--- config.mk ---
export PLATFORM = sky130hd
export DESIGN_NAME = max_q_select
export DESIGN_NICKNAME = d
export VERILOG_FILES = /design/src/rtl/max_q_select.sv
export SDC_FILE = /design/constraint.sdc
export NUM_CORES = 1
export LEC_CHECK = 0
export BUFFER_PORTS_ARGS = -buffer_cell sky130_fd_sc_hd__buf_2
export CAP_MARGIN = 20
export CORE_MARGIN = 2
export CORE_UTILIZATION = 30
export DETAILED_ROUTE_END_ITERATION = 6
export PLACE_DENSITY = 0.52
export SETUP_SLACK_MARGIN = 0.1
export SLEW_MARGIN = 20
export SYNTH_ARGS = -nofsm -noshare
export SYNTH_HDL_FRONTEND = slang
export SYNTH_SLANG_ARGS = --single-unit
--- constraint.sdc ---
create_clock -name clk -period 3 [get_ports clk]
set_input_delay 0.3 -clock clk [delete_from_list [all_inputs] [get_ports clk]]
set_output_delay 0.3 -clock clk [all_outputs]
set_load 0.01 [all_outputs]
--- src/rtl/max_q_select.sv ---
// max_q_select
// Streams in one vector of FP32 Q-values (one element per i_valid, gaps
// allowed) and reports the maximum value and its 0-based arrival index.
// Only a running best value/index is held, so no vector storage is needed.
//
// Ports:
//   clk       - single clock, rising edge
//   rst_n     - asynchronous reset, ACTIVE-HIGH despite the name (1 = reset)
//   i_data    - FP32 Q-value, sampled when i_valid = 1
//   i_valid   - one element per cycle it is high
//   o_max_q   - maximum Q of the last completed vector (bit-exact input copy)
//   o_action  - arrival index of o_max_q
//   o_nan     - 1 if any element of the last vector was NaN
//   o_valid   - one-cycle pulse when a new result is presented
//   o_busy    - 1 while a vector is partially received
module max_q_select #(
  parameter int DATA_WIDTH            = 32,
  parameter int NUMBER_OF_OUTPUT_NODE = 3,
  parameter int INDEX_WIDTH           = 2
) (
  input  logic                   clk,
  input  logic                   rst_n,
  input  logic [DATA_WIDTH-1:0]  i_data,
  input  logic                   i_valid,
  output logic [DATA_WIDTH-1:0]  o_max_q,
  output logic [INDEX_WIDTH-1:0] o_action,
  output logic                   o_nan,
  output logic                   o_valid,
  output logic                   o_busy
);

  localparam logic [INDEX_WIDTH-1:0] LAST_IDX = INDEX_WIDTH'(NUMBER_OF_OUTPUT_NODE - 1);

  typedef enum logic {S_IDLE, S_COLLECT} state_t;

  state_t                 r_state;
  logic [INDEX_WIDTH-1:0] r_count;
  logic [DATA_WIDTH-1:0]  r_best;
  logic [INDEX_WIDTH-1:0] r_idx;
  logic                   r_nan;
  logic [DATA_WIDTH-1:0]  r_max_q;
  logic [INDEX_WIDTH-1:0] r_action;
  logic                   r_out_nan;
  logic                   r_valid;
  logic                   r_busy;

  logic [DATA_WIDTH-1:0]  w_best_next;
  logic [INDEX_WIDTH-1:0] w_idx_next;
  logic                   w_nan_next;
  logic                   w_last;

  function automatic logic is_nan(input logic [DATA_WIDTH-1:0] v);
    is_nan = (v[30:23] == 8'hFF) && (v[22:0] != 23'd0);
  endfunction

  // Strict FP32 ordering on raw bits. A NaN candidate never wins; any
  // non-NaN candidate beats a NaN best so a NaN element 0 gets replaced.
  function automatic logic greater(input logic [DATA_WIDTH-1:0] a,
                                   input logic [DATA_WIDTH-1:0] b);
    if (is_nan(a))
      greater = 1'b0;
    else if (is_nan(b))
      greater = 1'b1;
    else if ((a[30:0] == 31'd0) && (b[30:0] == 31'd0))
      greater = 1'b0;                  // +0 == -0
    else if (a[31] != b[31])
      greater = ~a[31];                // positive wins
    else if (!a[31])
      greater = (a[30:0] > b[30:0]);   // magnitude order for positives
    else
      greater = (a[30:0] < b[30:0]);   // reversed for negatives
  endfunction

  // Running best after folding in the current element.
  always_comb begin
    w_best_next = r_best;
    w_idx_next  = r_idx;
    w_nan_next  = r_nan | is_nan(i_data);
    if (r_state == S_IDLE) begin
      w_best_next = i_data;
      w_idx_next  = '0;
      w_nan_next  = is_nan(i_data);
    end else if (greater(i_data, r_best)) begin
      w_best_next = i_data;
      w_idx_next  = r_count;
    end
    // In IDLE count is 0, so a single-element vector completes immediately.
    w_last = (r_count == LAST_IDX);
  end

  always_ff @(posedge clk or posedge rst_n) begin
    if (rst_n) begin
      r_state   <= S_IDLE;
      r_count   <= '0;
      r_best    <= '0;
      r_idx     <= '0;
      r_nan     <= 1'b0;
      r_max_q   <= '0;
      r_action  <= '0;
      r_out_nan <= 1'b0;
      r_valid   <= 1'b0;
      r_busy    <= 1'b0;
    end else begin
      r_valid <= 1'b0;
      case (r_state)
        S_IDLE, S_COLLECT: begin
          if (i_valid) begin
            if (w_last) begin
              r_max_q   <= w_best_next;
              r_action  <= w_idx_next;
              r_out_nan <= w_nan_next;
              r_valid   <= 1'b1;
              r_count   <= '0;
              r_busy    <= 1'b0;
              r_state   <= S_IDLE;
            end else begin
              r_best  <= w_best_next;
              r_idx   <= w_idx_next;
              r_nan   <= w_nan_next;
              r_count <= r_count + 1'b1;
              r_busy  <= 1'b1;
              r_state <= S_COLLECT;
            end
          end
        end
        default: begin
          r_state <= S_IDLE;
          r_count <= '0;
          r_busy  <= 1'b0;
        end
      endcase
    end
  end

  assign o_max_q  = r_max_q;
  assign o_action = r_action;
  assign o_nan    = r_out_nan;
  assign o_valid  = r_valid;
  assign o_busy   = r_busy;

endmodule
==> flow_metrics.py, run 1 <==
metrics = {
    "synth": {
        "syn_area_mm2": 0.00452,
        "synth_seq_cells": 74,
        "syn_area_per_cell_um2": 9.61,
        "synth_area_leaders": "dfrtp_1 41%, mux2_4 9.6%, ha_1 8.6%",
        "synth_seq_area_share_pct": 41.0,
        "ys.flop_type": "dfrtp_1",
        "synthMuxAreaShare_pct": 10.6,
        "yosysUniqueCellTypes": 43,
        "synth-edff-count": 0,
        "synth_xor_xnor_area_share_pct": 0,
        "synth_fa_ha_area_share_pct": 8.58,
        "synthCells": 470,
        "yosysTopAreaCell": "dfrtp_1",
        "synth_compound_gate_area_share_pct": 12.3,
        "synth_nets": 536,
        "synth-simple-area-share_pct": 20.3,
        "yosysWarnings": 0,
        "synthArstFlopShare_pct": 100,
        "synth_top_family_by_area": "simple AND/OR/NAND/NOR gates",
        "synth.top_cell.area_share_pct": 41.0,
    },
    "pwr": {
        "total_power_mw": 5.80,
        "peakVddDrop_v": 0.000348,
        "p_per_area_mw_per_mm2": 1030,
        "p_leak_nw": 2.59,
    },
    "clock_tree": {
        "clk_pin_slew_worst_paths_ps": 60,
        "numCtsBuffers": 9,
        "clk_path_buf_depth": 2,
        "clock_sinks": 74,
        "cts_tree": "yes",
        "clock_latency_ps": 340,
        "htreeDepth": 3,
        "clockRootBuffer": "clkbuf_16",
        "cts_hold_buf": 0,
    },
    "critical_path": {
        "worstSetupStartpointType": "flop",
        "worstPathArrival_ps": 3110,
        "endpoint_kind": "flop",
        "reg2regPathDepth": 11,
        "crit_type": "flop to flop",
        "reg2reg_slack_ps": 110,
        "r2r-start": "r_best[4]$_DFFE_PP0P_",
        "max_stage_delay_ps": 410,
        "crit_required_ps": 3220,
        "slowest_stage": "dfrtp_1",
        "path_common_cell": "buf_12",
        "path_cells": "inv_2, ha_4, a211oi_2, nor2_1, o31a_1, o41ai_2, nand4b_1, a31oi_4, buf_12, buf_12, mux2_2",
        "crit_fanout": 6,
        "r2r_end": "r_best[30]$_DFFE_PP0P_",
    },
    "routing": {
        "drc": 0,
        "vias": 3888,
        "wl_per_cell_um": 18.0,
        "routed.top_layer": "met4",
        "drt-vias-per-instance": 5.25,
        "wl_met1_um": 6230,
        "wl_um": 13400,
        "ant_nets": 0,
        "met2WireLength_um": 6080,
        "wl_met3_um": 784,
        "drt-initial-drc-count": 142,
        "first_pass_iters": 4,
    },
    "floorplanning": {
        "die_h_um": 127,
        "rows": 44,
        "io_pins": 72,
        "chipWidth_um": 127,
        "start_util_pct": 30.9,
        "die_area_mm2": 0.0161,
        "core_area_mm2": 0.0146,
    },
    "placed_design": {
        "portBuffers": 71,
        "gp_congestion": 0.843,
        "dpl.hpwl_um": 9500,
        "dp_cells": 714,
        "dpl_cell_area_mm2": 0.00508,
        "dp_slack_ps": 66.2,
    },
    "status": {
        "violations": "hold timing",
        "outcome": "finished with violations",
    },
    "finish": {
        "finalNetCount": 618,
        "n_antenna_cell": 0,
        "area_growth_pct": 24.6,
        "nFillCells": 1493,
        "fin_util_pct": 38.4,
        "final_area_mm2": 0.00563,
        "final-instance-count-excl-fill": 741,
        "layout-drive-gt1-share_pct": 30.7,
    },
    "sta": {
        "rsz0062_at_grt": "yes",
        "maxSlewHeadroom_pct": 52.5,
        "timing.final.ws_setup_ps": 115,
        "min_period_ps": 2890,
        "setup-violations-final": 0,
        "clock_skew_ps": 10.1,
        "fin_setup_tns_ps": 0,
        "maxSlewViolCount": 0,
        "clock.fmax_mhz": 347,
        "worst_slew_pin_slew_ps": 713,
        "hold_viol_final": 10,
        "holdWs_ps": -8.33,
        "timing.final.crit_share_pct": 96.2,
    },
    "job": {
        "drv_cap": 0,
    },
    "grt": {
        "grt_pass1_vias": 4053,
        "grt_max_degree": 69,
        "grt_pass1_wl_um": 21500,
        "grt.overflow.total": 0,
        "antenna_found_initial": 0,
        "grt_usage_pct": 17.0,
    },
    "hold_path": {
        "hold_path.class": "primary input to asynchronous set/reset pin",
    },
}
-- registers in the layout, indices dropped and copies added (netlist names) --
name and count:
o_max_q 32, r_best 32, o_action 2, r_count 2, r_idx 2, o_nan 1, o_valid 1, r_nan 1
r_state 1
-- worst max-delay path by stage --
stage,startpoint,end,depth (start not counted)
final,r_best[4]$_DFFE_PP0P_,r_best[30]$_DFFE_PP0P_,11
after global routing,r_best[3]$_DFFE_PP0P_,r_best[29]$_DFFE_PP0P_,11
after CTS,r_best[4]$_DFFE_PP0P_,r_best[30]$_DFFE_PP0P_,10
after detailed placement,i_data[2],r_best[30]$_DFFE_PP0P_,10
after global placement,i_data[4],r_best[30]$_DFFE_PP0P_,10
after floorplan,r_best[4]$_DFFE_PP0P_,r_best[10]$_DFFE_PP0P_,11
-- cells in the final DEF (no fill, tap or decap), types with 7 or more instances in the layout --
master,n
mux2_4,30
clkbuf_16,12
inv_1,34
ha_1,28
o211ai_1,30
o21ai_0,8
nand3_1,7
nor2_1,36
buf_4,21
dfrtp_1,74
a21oi_1,11
nor4_1,10
nand2_1,71
nand4_1,45
buf_2,71
-- Yosys cell counts (all sizes together), types with 3 or more instances --
library cell	number
inv	38
mux2	33
ha	31
nor3	5
a31oi	3
nand2	71
nor4	11
buf	8
o21ai	10
clkbuf	21
or4	4
nand3	8
nor2	39
nand4	45
o211ai	31
dfrtp	74
a21oi	12
-- logic make-up after synthesis --
logic type / after synthesis
AO/OA/AOI/OAI: 74
AND/OR/NAND/NOR: 190
buffers and inverters: 68
adder cells (fa/ha/maj): 31
multiplexers: 33
flip-flops: 74
-- power by group --
part	switching (mW)	leakage (nW)	internal, mW
Combinational	1.52	1.53	1.35
Sequential	0.353	0.907	1.46
Clock	0.426	0.151	0.685
Total	2.30	2.59	3.50
-- worst max-delay path, delay by kind of cell (launching register included) --
family / cells / cell delay (ps)
AO/OA/AOI/OAI: 4 / 1120
flip-flops: 1 / 410
buffers and inverters: 3 / 390
multiplexers: 1 / 330
AND/OR/NAND/NOR: 2 / 320
adder cells (fa/ha/maj): 1 / 200
-- routing by layer --
layer  vias up  GRT usage (%)
met3        23           4.51
met1      1893           22.7
met4         0           6.92
met2       113           26.2
li1       1859              -
met5         -              0
-- layout make-up --
class | count | area (um2) | area share, %
clock buffers | 11 | 253 | 4.49
clock inverters | 5 | 52.6 | 0.934
inverters | 39 | 146 | 2.60
multi-input cells | 328 | 2420 | 43.1
flip-flops and latches | 74 | 1850 | 32.9
well taps | 184 | 230 | 4.09
repair buffers | 100 | 671 | 11.9
-- what timing repair did --
item                       4_1_cts  5_1_grt
setup buffers                    1        6
resized for setup                0       19
setup endpoints to repair        3       51
pin swaps                        1       12
gates cloned                     0        4
No activity file was read; power rests on OpenSTA's default activity.
==> inputs of run 2 (changes only) <==
- PLACE_DENSITY: 0.52 -> unset
==> run 2 against run 1 <==
The run now ends clean. Combinational power decreased by 2%. Setup slack got worse by 51 ps. Core utilization decreased by 0.56 points. Sequential share of layout area increased by 0.48 points. First-iteration DRC count increased by 58%. Wire length decreased by 4.8%. Highest routed layer unchanged.
==> flow_metrics.py, run 2 (synthesis gave the netlist of run 1 again) <==
metrics = {
    "critical_path": {
        "cp_top_family": "compound AO/OA/AOI/OAI gates",
        "crit_buf_inv": 3,
        "crit_fanout": 6,
        "reg2regPathDepth": 11,
        "reg2reg_slack_ps": 60,
        "crit_required_ps": 3220,
        "slowest_stage": "dfrtp_1",
        "max_stage_delay_ps": 400,
        "r2r-start": "r_best[4]$_DFFE_PP0P_",
        "path_cells": "inv_2, ha_4, a211oi_2, nor2_1, o31a_1, o41ai_2, nand4b_1, a31oi_4, buf_12, buf_6, mux2_4",
        "worstPathArrival_ps": 3160,
        "worstSetupStartpointType": "flop",
        "endpoint_kind": "flop",
        "crit_type": "flop to flop",
        "r2r_end": "r_best[21]$_DFFE_PP0P_",
    },
    "grt": {
        "antenna_found_initial": 0,
        "grt_max_degree": 75,
        "grt_pass1_vias": 3910,
        "grt_pass1_wl_um": 20700,
        "grt_usage_pct": 16.2,
        "grt.overflow.total": 0,
    },
    "floorplanning": {
        "io_pins": 72,
        "core_area_mm2": 0.0146,
        "rows": 44,
        "die_h_um": 127,
        "chipWidth_um": 127,
        "die_area_mm2": 0.0161,
        "start_util_pct": 30.9,
    },
    "job": {
        "drv_cap": 0,
    },
    "placed_design": {
        "portBuffers": 71,
        "dpl.hpwl_um": 8870,
        "gp_congestion": 0.843,
    },
    "finish": {
        "mostFrequentLayoutCell": "dfrtp_1",
        "fin_util_pct": 37.9,
        "nFillCells": 1469,
        "layout-drive-gt1-share_pct": 29.4,
        "area_growth_pct": 22.8,
        "finalNetCount": 612,
        "final_cell_mix": "74 x dfrtp_1, 71 x nand2_1, 71 x buf_2",
        "n_antenna_cell": 0,
    },
    "clock_tree": {
        "clockRootBuffer": "clkbuf_16",
        "numCtsBuffers": 9,
        "clock_sinks": 74,
        "clk_pin_slew_worst_paths_ps": 60,
        "cts_hold_buf": 0,
        "clock_latency_ps": 340,
        "htreeDepth": 3,
        "clk_path_buf_depth": 2,
        "cts_tree": "yes",
    },
    "sta": {
        "rsz0062_at_grt": "yes",
        "timing.final.crit_share_pct": 97.9,
        "hold_viol_final": 0,
        "clock.fmax_mhz": 341,
        "holdWs_ps": 42.4,
        "clock_skew_ps": 7.11,
        "worst_slew_pin_slew_ps": 785,
        "setup-violations-final": 0,
        "maxSlewViolCount": 0,
        "maxSlewHeadroom_pct": 47.1,
        "min_period_ps": 2940,
    },
    "pwr": {
        "power_frac_clock_pct": 17.9,
        "switchingPower_mw": 2.26,
        "p_seq_share_pct": 32.1,
        "p_per_area_mw_per_mm2": 1020,
        "peakVddDrop_v": 0.000355,
        "p_leak_nw": 2.55,
        "pwr-share-comb_pct": 50.0,
        "switching_share_pct": 40.1,
        "p_int_mw": 3.37,
    },
    "routing": {
        "vias": 3849,
        "drt-vias-per-instance": 5.24,
        "ant_nets": 0,
        "drc": 0,
        "wl_um": 12700,
        "first_pass_iters": 5,
        "drt-initial-drc-count": 224,
        "wl_per_cell_um": 17.3,
    },
    "status": {
        "outcome": "finished clean",
    },
    "hold_path": {
        "hold_path.class": "primary input to asynchronous set/reset pin",
    },
}
[run 2: worst max path at each step]
stage / from / to / slack [ps] / cells after the start
after CTS: r_best[2]$_DFFE_PP0P_ / r_best[29]$_DFFE_PP0P_ / 90 / 10
after detailed placement: i_data[4] / r_best[29]$_DFFE_PP0P_ / 50 / 10
final: r_best[4]$_DFFE_PP0P_ / r_best[21]$_DFFE_PP0P_ / 60 / 11
after global routing: r_best[4]$_DFFE_PP0P_ / r_best[10]$_DFFE_PP0P_ / -40 / 11
after global placement: i_data[4] / r_best[29]$_DFFE_PP0P_ / 100 / 10
after floorplan: r_best[4]$_DFFE_PP0P_ / r_best[10]$_DFFE_PP0P_ / 250 / 11
[run 2: timing repair]
| item | CTS | global route |
|---|---|---|
| cloned | 0 | 3 |
| pin swaps | 2 | 5 |
| endpoints found under the setup margin | 2 | 61 |
| buffers inserted | 0 | 4 |
| gates resized for setup | 0 | 17 |
[run 2: power by group through the flow]
stage / clock, mW / sequential [mW] / combinational [mW]
CTS: 1.03 / 1.81 / 2.58
finish: 1.01 / 1.81 / 2.82
detailed placement: 0 / 1.82 / 2.57
global placement: 0 / 1.81 / 2.51
floorplan: 0 / 1.83 / 1.77
global route: 1.07 / 1.88 / 3.12
[run 2: metrics by stage]
stage	setup TNS (ps)	power [mW]	instances	cell area [um2]	setup WS [ps]
2_1_floorplan	0	3.61	470	4520	249
3_3_place_gp	0	4.31	712	5090	104
3_5_place_dp	0	4.39	712	5090	53.4
4_1_cts	0	5.42	728	5370	90.9
5_1_grt	-801	6.06	735	5550	-41.9
6_report	0	5.64	735	5550	63.7
[run 2: layer usage]
layer / track usage [%] / vias to the layer above / part of all wire, %
met3: 3.25 / 14 / 4.9
met5: 0 / - / 0
met2: 25.0 / 85 / 45
met1: 22.9 / 1900 / 49
li1: - / 1850 / -
met4: 5.37 / 0 / 1.7
[run 2: area by class of cell]
class / instances / area [um2] / area share, %
Clock inverter: 5 / 30.0 / 0.541
Tap cell: 184 / 230 / 4.15
Clock buffer: 11 / 243 / 4.38
Timing Repair Buffer: 94 / 632 / 11.4
Inverter: 39 / 146 / 2.64
Multi-Input combinational cell: 328 / 2410 / 43.5
Sequential cell: 74 / 1850 / 33.4
[run 2: worst min-delay path: stages]
cell    delay [ps]
buf_2          100
inv_2           60
buf_12         340
==> inputs of run 3 (changes only) <==
- GPL_TIMING_DRIVEN: unset -> 0
- REMOVE_ABC_BUFFERS: unset -> 1
- SETUP_SLACK_MARGIN: 0.1 -> 0.5
==> run 3 against run 2 <==
The flow now finishes with violations (setup timing). Sequential power is essentially flat. Design area grew 15%. Clock power grew 4%. Clock skew is essentially flat. Sequential cell count is the same. Global-route usage grew 2.0 points. First-iteration DRC count grew 32%. Fmax shrank 5.6%. Highest routed layer unchanged.
==> flow_metrics.py, run 3 (synthesis gave the netlist of run 1 again) <==
metrics = {
    "pwr": {
        "p_per_area_mw_per_mm2": 1080,
        "peakVddDrop_v": 0.000435,
        "p_leak_nw": 2.91,
    },
    "sta": {
        "rsz0062_at_grt": "yes",
        "maxSlewHeadroom_pct": 51.4,
        "clock_skew_ps": 6.99,
        "timing.final.ws_setup_ps": -110,
        "setup-violations-final": 32,
        "worst_slew_pin_slew_ps": 721,
        "hold_viol_final": 0,
        "timing.final.crit_share_pct": 104,
        "min_period_ps": 3110,
        "clock.fmax_mhz": 322,
        "maxSlewViolCount": 0,
    },
    "status": {
        "outcome": "finished with violations",
        "violations": "setup timing",
    },
    "finish": {
        "final_cell_mix": "74 x dfrtp_1, 71 x nand2_1, 71 x buf_2",
        "area_growth_pct": 41.8,
        "finalNetCount": 665,
        "layout-drive-gt1-share_pct": 39.9,
        "mostFrequentLayoutCell": "dfrtp_1",
        "nFillCells": 1375,
        "fin_util_pct": 43.7,
    },
    "critical_path": {
        "crit_required_ps": 3220,
        "crit_fanout": 5,
        "r2r-start": "r_best[2]$_DFFE_PP0P_",
        "reg2regPathDepth": 13,
        "worstPathArrival_ps": 3330,
        "worstSetupStartpointType": "flop",
        "endpoint_kind": "flop",
        "reg2reg_slack_ps": -110,
        "r2r_end": "r_best[30]$_DFFE_PP0P_",
        "crit_type": "flop to flop",
    },
    "job": {
        "drv_cap": 0,
    },
    "hold_path": {
        "hold_path_depth": 2,
        "hold_path_end": "r_best[16]$_DFFE_PP0P_",
        "hold_start": "i_data[16]",
        "hold_path.class": "primary input to flop",
    },
    "floorplanning": {
        "start_util_pct": 30.9,
        "core_area_mm2": 0.0146,
        "rows": 44,
        "die_h_um": 127,
        "io_pins": 72,
        "die_area_mm2": 0.0161,
        "chipWidth_um": 127,
    },
    "routing": {
        "first_pass_iters": 4,
        "drc": 0,
        "drt-initial-drc-count": 296,
        "ant_nets": 0,
        "wl_um": 15200,
        "wl_per_cell_um": 19.3,
        "drt-vias-per-instance": 5.46,
        "vias": 4311,
    },
    "grt": {
        "grt_pass1_wl_um": 23100,
        "grt_usage_pct": 18.2,
        "grt.overflow.total": 0,
        "grt_pass1_vias": 4216,
        "antenna_found_initial": 1,
        "grt_max_degree": 49,
    },
    "clock_tree": {
        "clk_path_buf_depth": 2,
        "numCtsBuffers": 9,
        "clockRootBuffer": "clkbuf_16",
        "htreeDepth": 3,
        "clock_latency_ps": 340,
        "clk_pin_slew_worst_paths_ps": 60,
        "clock_sinks": 74,
        "cts_tree": "yes",
    },
    "placed_design": {
        "portBuffers": 71,
        "dpl.hpwl_um": 8550,
        "dp_slack_ps": -891,
        "gp_congestion": 0.858,
    },
}
-- run 3: cell count changes in the layout (fill, tap and decap cells not counted), moves of 3 or more --
cell | before | now
buf_12 | 4 | 8
ha_4 | 3 | 11
buf_16 | 0 | 6
ha_1 | 28 | 20
inv_2 | 4 | 11
a211o_4 | 0 | 3
buf_6 | 3 | 13
inv_1 | 35 | 26
buf_4 | 13 | 41
-- run 3: critical path: stages, from the launching register on --
cell	delay, ps
dfrtp_1	400
inv_2	90
ha_4	210
a21oi_4	160
a21oi_2	60
o31a_1	310
o41ai_4	400
nand4b_1	240
buf_6	190
buf_8	120
a31oi_4	230
buf_6	170
buf_12	130
mux2_4	290
-- run 3: worst max-delay path by stage --
stage                               start                      to  slack (ps)
finish              r_best[2]$_DFFE_PP0P_  r_best[30]$_DFFE_PP0P_        -110
global route        r_best[4]$_DFFE_PP0P_  r_best[30]$_DFFE_PP0P_        -210
CTS                 r_best[4]$_DFFE_PP0P_   r_best[2]$_DFFE_PP0P_          -6
detailed placement              i_data[4]  r_best[31]$_DFFE_PP0P_        -890
global placement                i_data[2]  r_best[29]$_DFFE_PP0P_       -2600
floorplan           r_best[4]$_DFFE_PP0P_  r_best[29]$_DFFE_PP0P_       -1250
-- run 3: what timing repair did --
action                                  CTS  global route
cloned                                    5             2
hold buffers                              1             0
endpoints found under the hold margin    26             0
buffers inserted                         33            27
endpoints found under the setup margin   67            67
gates resized for setup                  44            28
pin swaps                                32            23
-- run 3: metrics by stage --
step | cells | hold WS (ps) | power, mW | instance area (um2) | setup TNS, ps
6_report | 789 | 254 | 6.92 | 6400 | -3040
5_1_grt | 788 | 253 | 7.34 | 6400 | -6400
2_1_floorplan | 441 | 396 | 3.47 | 4340 | -57000
3_3_place_gp | 696 | 470 | 4.21 | 4930 | -167960
4_1_cts | 759 | 244 | 6.35 | 6020 | -17.0
3_5_place_dp | 704 | 320 | 4.40 | 5100 | -45650
-- run 3: per-layer routing --
| metal | share of wire (%) | vias up | GRT usage, % |
|---|---|---|---|
| met5 | 0 | - | 0 |
| li1 | - | 1978 | - |
| met3 | 7.5 | 22 | 4.39 |
| met4 | 1.6 | 0 | 4.65 |
| met1 | 42 | 2131 | 24.1 |
| met2 | 49 | 180 | 29.9 |
-- run 3: power by group --
group | switching (mW) | total, mW | internal [mW]
sequential | 0.335 | 1.80 | 1.46
combinational | 1.95 | 4.08 | 2.12
clock | 0.419 | 1.05 | 0.626
total | 2.71 | 6.92 | 4.21
-- run 3: area by class of cell --
type | instances | area, um2 | share of cell area [%]
Sequential cell | 74 | 1850 | 28.9
Inverter | 39 | 150 | 2.34
Clock inverter | 2 | 10.0 | 0.156
Antenna cell | 1 | 2.50 | 0.0391
Multi-Input combinational cell | 332 | 2700 | 42.1
Clock buffer | 14 | 274 | 4.28
Timing Repair Buffer | 143 | 1190 | 18.6
Tap cell | 184 | 230 | 3.59
